===== config.mk =====
export PLATFORM = sky130hd
export DESIGN_NAME = imem_sync
export DESIGN_NICKNAME = d
export VERILOG_FILES = /design/src/rtl/imem_sync.sv
export SDC_FILE = /design/constraint.sdc
export NUM_CORES = 2
export LEC_CHECK = 0
export ABC_AREA = 1
export CAP_MARGIN = 10
export CORE_MARGIN = 2
export CORE_UTILIZATION = 52
export DETAILED_ROUTE_END_ITERATION = 10
export PLACE_DENSITY_LB_ADDON = 0.08
export SKIP_CTS_REPAIR_TIMING = 1
export SLEW_MARGIN = 10
export SYNTH_ARGS = -nofsm -noshare
export SYNTH_HDL_FRONTEND = slang
export SYNTH_SLANG_ARGS = --single-unit

===== constraint.sdc =====
create_clock -name clk -period 7.11 [get_ports clk]
set_clock_uncertainty 0.15 [all_clocks]
set_input_delay 1.422 -clock clk [delete_from_list [all_inputs] [get_ports clk]]
set_output_delay 1.422 -clock clk [all_outputs]
set_load 0.1 [all_outputs]

===== src/rtl/imem_sync.sv =====
// Loadable, registered-read instruction memory for the fetch stage.
// Run-time programming port, per-word written tracking, fault-coded fetch.
module imem_sync #(
  parameter int DATA_W = 32,
  parameter int DEPTH = 64,
  parameter int ADDR_W = 8,
  parameter logic [DATA_W-1:0] NOP = '0,
  localparam int IW = $clog2(DEPTH)
) (
  input  logic              clk,
  input  logic              rst_n,
  input  logic              prog_en,
  input  logic              prog_we,
  input  logic [IW-1:0]     prog_addr,
  input  logic [DATA_W-1:0] prog_data,
  input  logic              fetch_req,
  input  logic [ADDR_W-1:0] fetch_pc,
  input  logic              stall,
  output logic [DATA_W-1:0] instr,
  output logic              instr_valid,
  output logic [1:0]        fault_code,
  output logic              busy,
  output logic [IW:0]       prog_count
);

  localparam logic [1:0] S_IDLE = 2'd0;
  localparam logic [1:0] S_PROG = 2'd1;
  localparam logic [1:0] S_RUN  = 2'd2;

  localparam logic [1:0] F_OK  = 2'b00;
  localparam logic [1:0] F_MIS = 2'b01;
  localparam logic [1:0] F_OOR = 2'b10;
  localparam logic [1:0] F_UNW = 2'b11;

  localparam logic [IW:0] DEPTH_W = (IW+1)'(DEPTH);

  logic [1:0]        state_q, state_d;
  logic [DATA_W-1:0] mem [DEPTH];
  logic [DEPTH-1:0]  wr_q;
  logic [IW:0]       cnt_q;
  logic [DATA_W-1:0] instr_q, instr_d;
  logic              valid_q, valid_d;
  logic [1:0]        fault_q, fault_d;

  logic          addr_ok;
  logic          idx_ok;
  logic          wr_en;
  logic          fetch_go;
  logic          misal;
  logic          hit;
  logic [IW-1:0] rd_idx;

  // Full-range indices make the bound checks vacuous.
  if (DEPTH == (1 << IW)) begin : g_addr_full
    assign addr_ok = 1'b1;
  end else begin : g_addr_cmp
    assign addr_ok = {1'b0, prog_addr} < DEPTH_W;
  end

  if (DEPTH == (1 << (ADDR_W-2))) begin : g_idx_full
    assign idx_ok = 1'b1;
  end else begin : g_idx_cmp
    localparam logic [ADDR_W-2:0] DEPTH_PC = (ADDR_W-1)'(DEPTH);
    logic [ADDR_W-3:0] pc_idx;
    assign pc_idx = fetch_pc[ADDR_W-1:2];
    assign idx_ok = {1'b0, pc_idx} < DEPTH_PC;
  end

  assign rd_idx   = fetch_pc[IW+1:2];
  assign misal    = |fetch_pc[1:0];
  assign hit      = wr_q[rd_idx];
  assign wr_en    = (state_q == S_PROG) && prog_we && addr_ok;
  assign fetch_go = (state_q == S_RUN) && fetch_req
                    && !prog_en && !stall;

  always_comb begin
    state_d = state_q;
    if (prog_en) begin
      state_d = S_PROG;
    end else if (state_q == S_PROG) begin
      state_d = S_RUN;
    end
  end

  always_comb begin
    instr_d = instr_q;
    fault_d = fault_q;
    valid_d = 1'b0;
    if (stall) begin
      valid_d = valid_q;
    end else if (fetch_go) begin
      valid_d = 1'b1;
      instr_d = NOP;
      unique case (1'b1)
        misal: fault_d = F_MIS;
        !misal && !idx_ok: fault_d = F_OOR;
        !misal && idx_ok && !hit: fault_d = F_UNW;
        default: begin
          fault_d = F_OK;
          instr_d = mem[rd_idx];
        end
      endcase
    end
  end

  // Array contents survive reset; only the written bits are cleared.
  always_ff @(posedge clk) begin
    if (wr_en) begin
      mem[prog_addr] <= prog_data;
    end
  end

  always_ff @(posedge clk or negedge rst_n) begin
    if (!rst_n) begin
      state_q <= S_IDLE;
      wr_q    <= '0;
      cnt_q   <= '0;
      instr_q <= NOP;
      valid_q <= 1'b0;
      fault_q <= F_OK;
    end else begin
      state_q <= state_d;
      instr_q <= instr_d;
      valid_q <= valid_d;
      fault_q <= fault_d;
      if (wr_en) begin
        wr_q[prog_addr] <= 1'b1;
        if (cnt_q != DEPTH_W) begin
          cnt_q <= cnt_q + 1'b1;
        end
      end
    end
  end

  assign instr       = instr_q;
  assign instr_valid = valid_q;
  assign fault_code  = fault_q;
  assign busy        = (state_q == S_PROG);
  assign prog_count  = cnt_q;

endmodule


==> Implementation_results.wiki <==
{| class="wikitable"
! Metric !! Value
|-
| Post-synthesis cell area || 86,480 sq um
|-
| Number of enable flip-flop cells after synthesis || 2,048
|-
| Initial DRC Count || 7,337
|-
| Ordered cell list for the critical path || clkdlybuf4s50_1
|-
| Type of the worst min-delay path || reg -> reg
|-
| Buffers added on ports || 94
|-
| Flip-flop and latch count after synthesis || 2,156
|-
| Post-route antenna net violation count || 0
|-
| Worst endpoint required time || 5540 ps
|-
| Critical Path End Type || output pin
|-
| Residual DRC || 0
|-
| Top post-synthesis cells by area || edfxtp_1 71%, nand3_1 11%, nand2_1 11%
|-
| Smallest setup slack after layout || 2789 ps
|-
| Vias per inst || 5.927
|-
| Horizontal die dimension || 411.8 microns
|-
| Peak clock frequency supported by timing || 231.4 MHz
|-
| Clock tree from TritonCTS || yes
|-
| Buffers & Inverters on Critical Path || 1
|-
| Final-report hold violation count || 0
|-
| Cell with the most instances after synthesis || nand2_1
|-
| Die Y || 411.8 microns
|-
| Clock insertion delay at the later pin of the skew report || 850 ps
|-
| Number of max-cap violations || 0
|-
| Worst-case clock buffer depth || 3
|-
| Worst slew margin relative to its limit || 14.39%
|-
| Crit share post-route || 60.77%
|-
| Detailed-route wire length per cell || 26.42 microns
|-
| Yosys top cell by area || edfxtp_1
|-
| Placeable core area || 165,000 sq um
|-
| Prevailing post-synth register cell || edfxtp_1
|-
| Critical Path AT || 2750 ps
|-
| First-pass detailed-route iteration total || 6
|-
| Initial Util || 52.41%
|-
| Boundary Pins || 95
|-
| Accumulated negative setup slack || 0 ps
|-
| Post-synthesis async set-or-reset flop share || 5.009%
|-
| Crit path largest cell delay || 1240 ps
|-
| CTS sink cnt || 2,156
|-
| Maximum fanout encountered on the critical timing path || 2
|-
| Post-layout nets || 7,292
|-
| Clk pin slew, worst setup/hold paths || 60 ps
|-
| CTS H-tree depth || 4
|-
| Critical path's top delay family || buffers and inverters
|-
| Run status || complete, no violations
|-
| Total Routing Usage GR || 29.79%
|-
| Slowest-stage cell, CP || clkdlybuf4s50_1
|-
| Total power consumption of the routed design || 27.10 mW
|-
| Fraction of layout instances using a drive strength above 1 || 8.292%
|-
| Mean area per synthesized cell || 11.94 sq um
|-
| Leakage || 34.76 nW
|-
| Cell at the root of the clock tree || clkbuf_16
|-
| Die footprint || 169,600 sq um
|-
| Maximum VDD drop || 0.2656 mV
|-
| Type of the worst setup path || reg -> out
|-
| Power per cell area || 280.4 nW/um^2
|-
| Number of antenna violations at the first check in global routing || 9
|-
| Routability congestion estimate from global placement || 0.8606
|-
| Area share of the largest cell type after synthesis || 71.11%
|-
| Synth cell count leaders || 2,474 x nand2_1, 2,048 x edfxtp_1, 1,969 x nand3_1, 311 x buf_2, 108 x dfrtp_1
|-
| Cells after synthesis || 7,245
|-
| CP startpoint kind || flip-flop
|-
| Minimum clock period || 4321 ps
|-
| Sequential element share of the synthesized area || 74.24%
|-
| Total via count in the routed design || 56,960
|-
| Total routed wirelength || 253,900 microns
|-
| Transition time at the pin with the least slew margin || 1281 ps
|-
| Wire length of the first global-routing pass || 368,300 microns
|-
| Setup repair after global routing missed its margin || no
|-
| Number of global-route vias before repair || 53,150
|-
| Number of synthesis warnings || 0
|-
| Worst-case hold slack || 317.3 ps
|-
| Maximum number of pins on one net before global-route repair || 150
|-
| Number of slew-limit violations in the final report || 0
|-
| Number of cell rows || 149
|-
| Post-placement setup slack || 2106 ps
|-
| Global-route congestion overflow total || 0
|-
| Number of CTS-inserted buffers || 216
|-
| Total setup violations reported at the end of the flow || 0
|-
| Synth Net Count || 7,299
|-
| Hpwl dp || 136,500 microns
|-
| Area delta synth->final || 11.76%
|-
| Number of library cell types mapped by synthesis || 23
|}
-- cells by family after synthesis --
| logic type | count (synthesis) | share of synthesized area, % |
|---|---|---|
| buffers and inverters | 489 | 2.677 |
| xor gates and xnor gates | 6 | 0.06077 |
| adders and majority gates | 2 | 0.02893 |
| AOI/OAI and AO/OA | 4 | 0.02604 |
| and+or+nand+nor | 4588 | 22.97 |
| DFF | 2156 | 74.24 |
-- worst register-to-register path: cells and delay by family (launching register included) --
| family | cells | cell delay, ps |
|---|---|---|
| simple gates | 5 | 2340 |
| buf+inv | 2 | 550 |
| flops | 1 | 350 |
-- state kept, by name, indices dropped and copies added (netlist names) --
name / cells
fault_code: 2
instr: 32
instr_valid: 1
mem: 2048
prog_count: 7
state_q: 2
wr_q: 64
-- report_power, final --
group	total (mW)	switching, mW	internal [mW]
Clock	11.0	4.75	6.27
Combinational	2.00	1.55	0.449
Sequential	14.1	0.0760	14.0
-- area by class of cell --
| type | count | area [sq um] |
|---|---|---|
| Fill cell | 13310 | 68340 |
| Clock inverter | 88 | 674.4 |
| Tap cell | 2189 | 2739 |
| Sequential cell | 2156 | 64200 |
| Inverter | 21 | 107.6 |
| Timing Repair Buffer | 243 | 2336 |
| Clock buffer | 309 | 6122 |
| Multi-Input combinational cell | 4600 | 20460 |
| Antenna cell | 4 | 10.01 |
-- metrics by stage --
stage          utilization, %  instance area, sq um  std cells
3_3_place_gp            54.29                 89570       9197
5_1_grt                 58.58                 96640       9607
4_1_cts                 58.46                 96450       9598
2_1_floorplan               -                 86480       7245
3_5_place_dp            54.34                 89650       9201
6_report                58.58                 96650       9610
-- layer usage --
metal	vias up	GRT usage, %	part of all wire, %
met5	-	0	0
met4	0	8.602	2.7
met3	315	6.083	9.8
met2	2722	43.85	44
met1	28330	45.02	43
li1	25590	-	-
-- path summary, 6_finish.rpt --
kind,to,depth (start not counted),slack [ps],from
hold / removal,wr_q[24],1,320,wr_q[24]
min in group asynchronous,wr_q[35],1,340,rst_n
hold reg to reg,wr_q[24],1,320,wr_q[24]
setup reg to reg,mem[25][0],7,3350,state_q[0]
setup / recovery,instr[0],1,2790,instr[0]
max in group asynchronous,wr_q[27],2,5360,rst_n
-- cells in the final DEF, fill, tap and decap left out, drive strengths merged --
| cell type | Yosys | final |
|---|---|---|
| a21oi | 2 | 2 |
| buf | 380 | 188 |
| bufinv | 0 | 9 |
| clkbuf | 88 | 309 |
| clkdlybuf4s50 | 0 | 55 |
| clkinv | 0 | 71 |
| clkinvlp | 0 | 2 |
| dfrtp | 108 | 108 |
| diode | 0 | 4 |
| edfxtp | 2048 | 2048 |
| ha | 2 | 2 |
| inv | 21 | 27 |
| nand2 | 2475 | 2475 |
| nand3 | 1969 | 1969 |
| nand4 | 2 | 2 |
| nor2 | 75 | 75 |
| nor3 | 2 | 2 |
| o21ai | 1 | 1 |
| o31ai | 1 | 1 |
| or2 | 65 | 65 |
| xnor2 | 1 | 1 |
| xor2 | 5 | 5 |
Power figures use the tool's default switching activity.
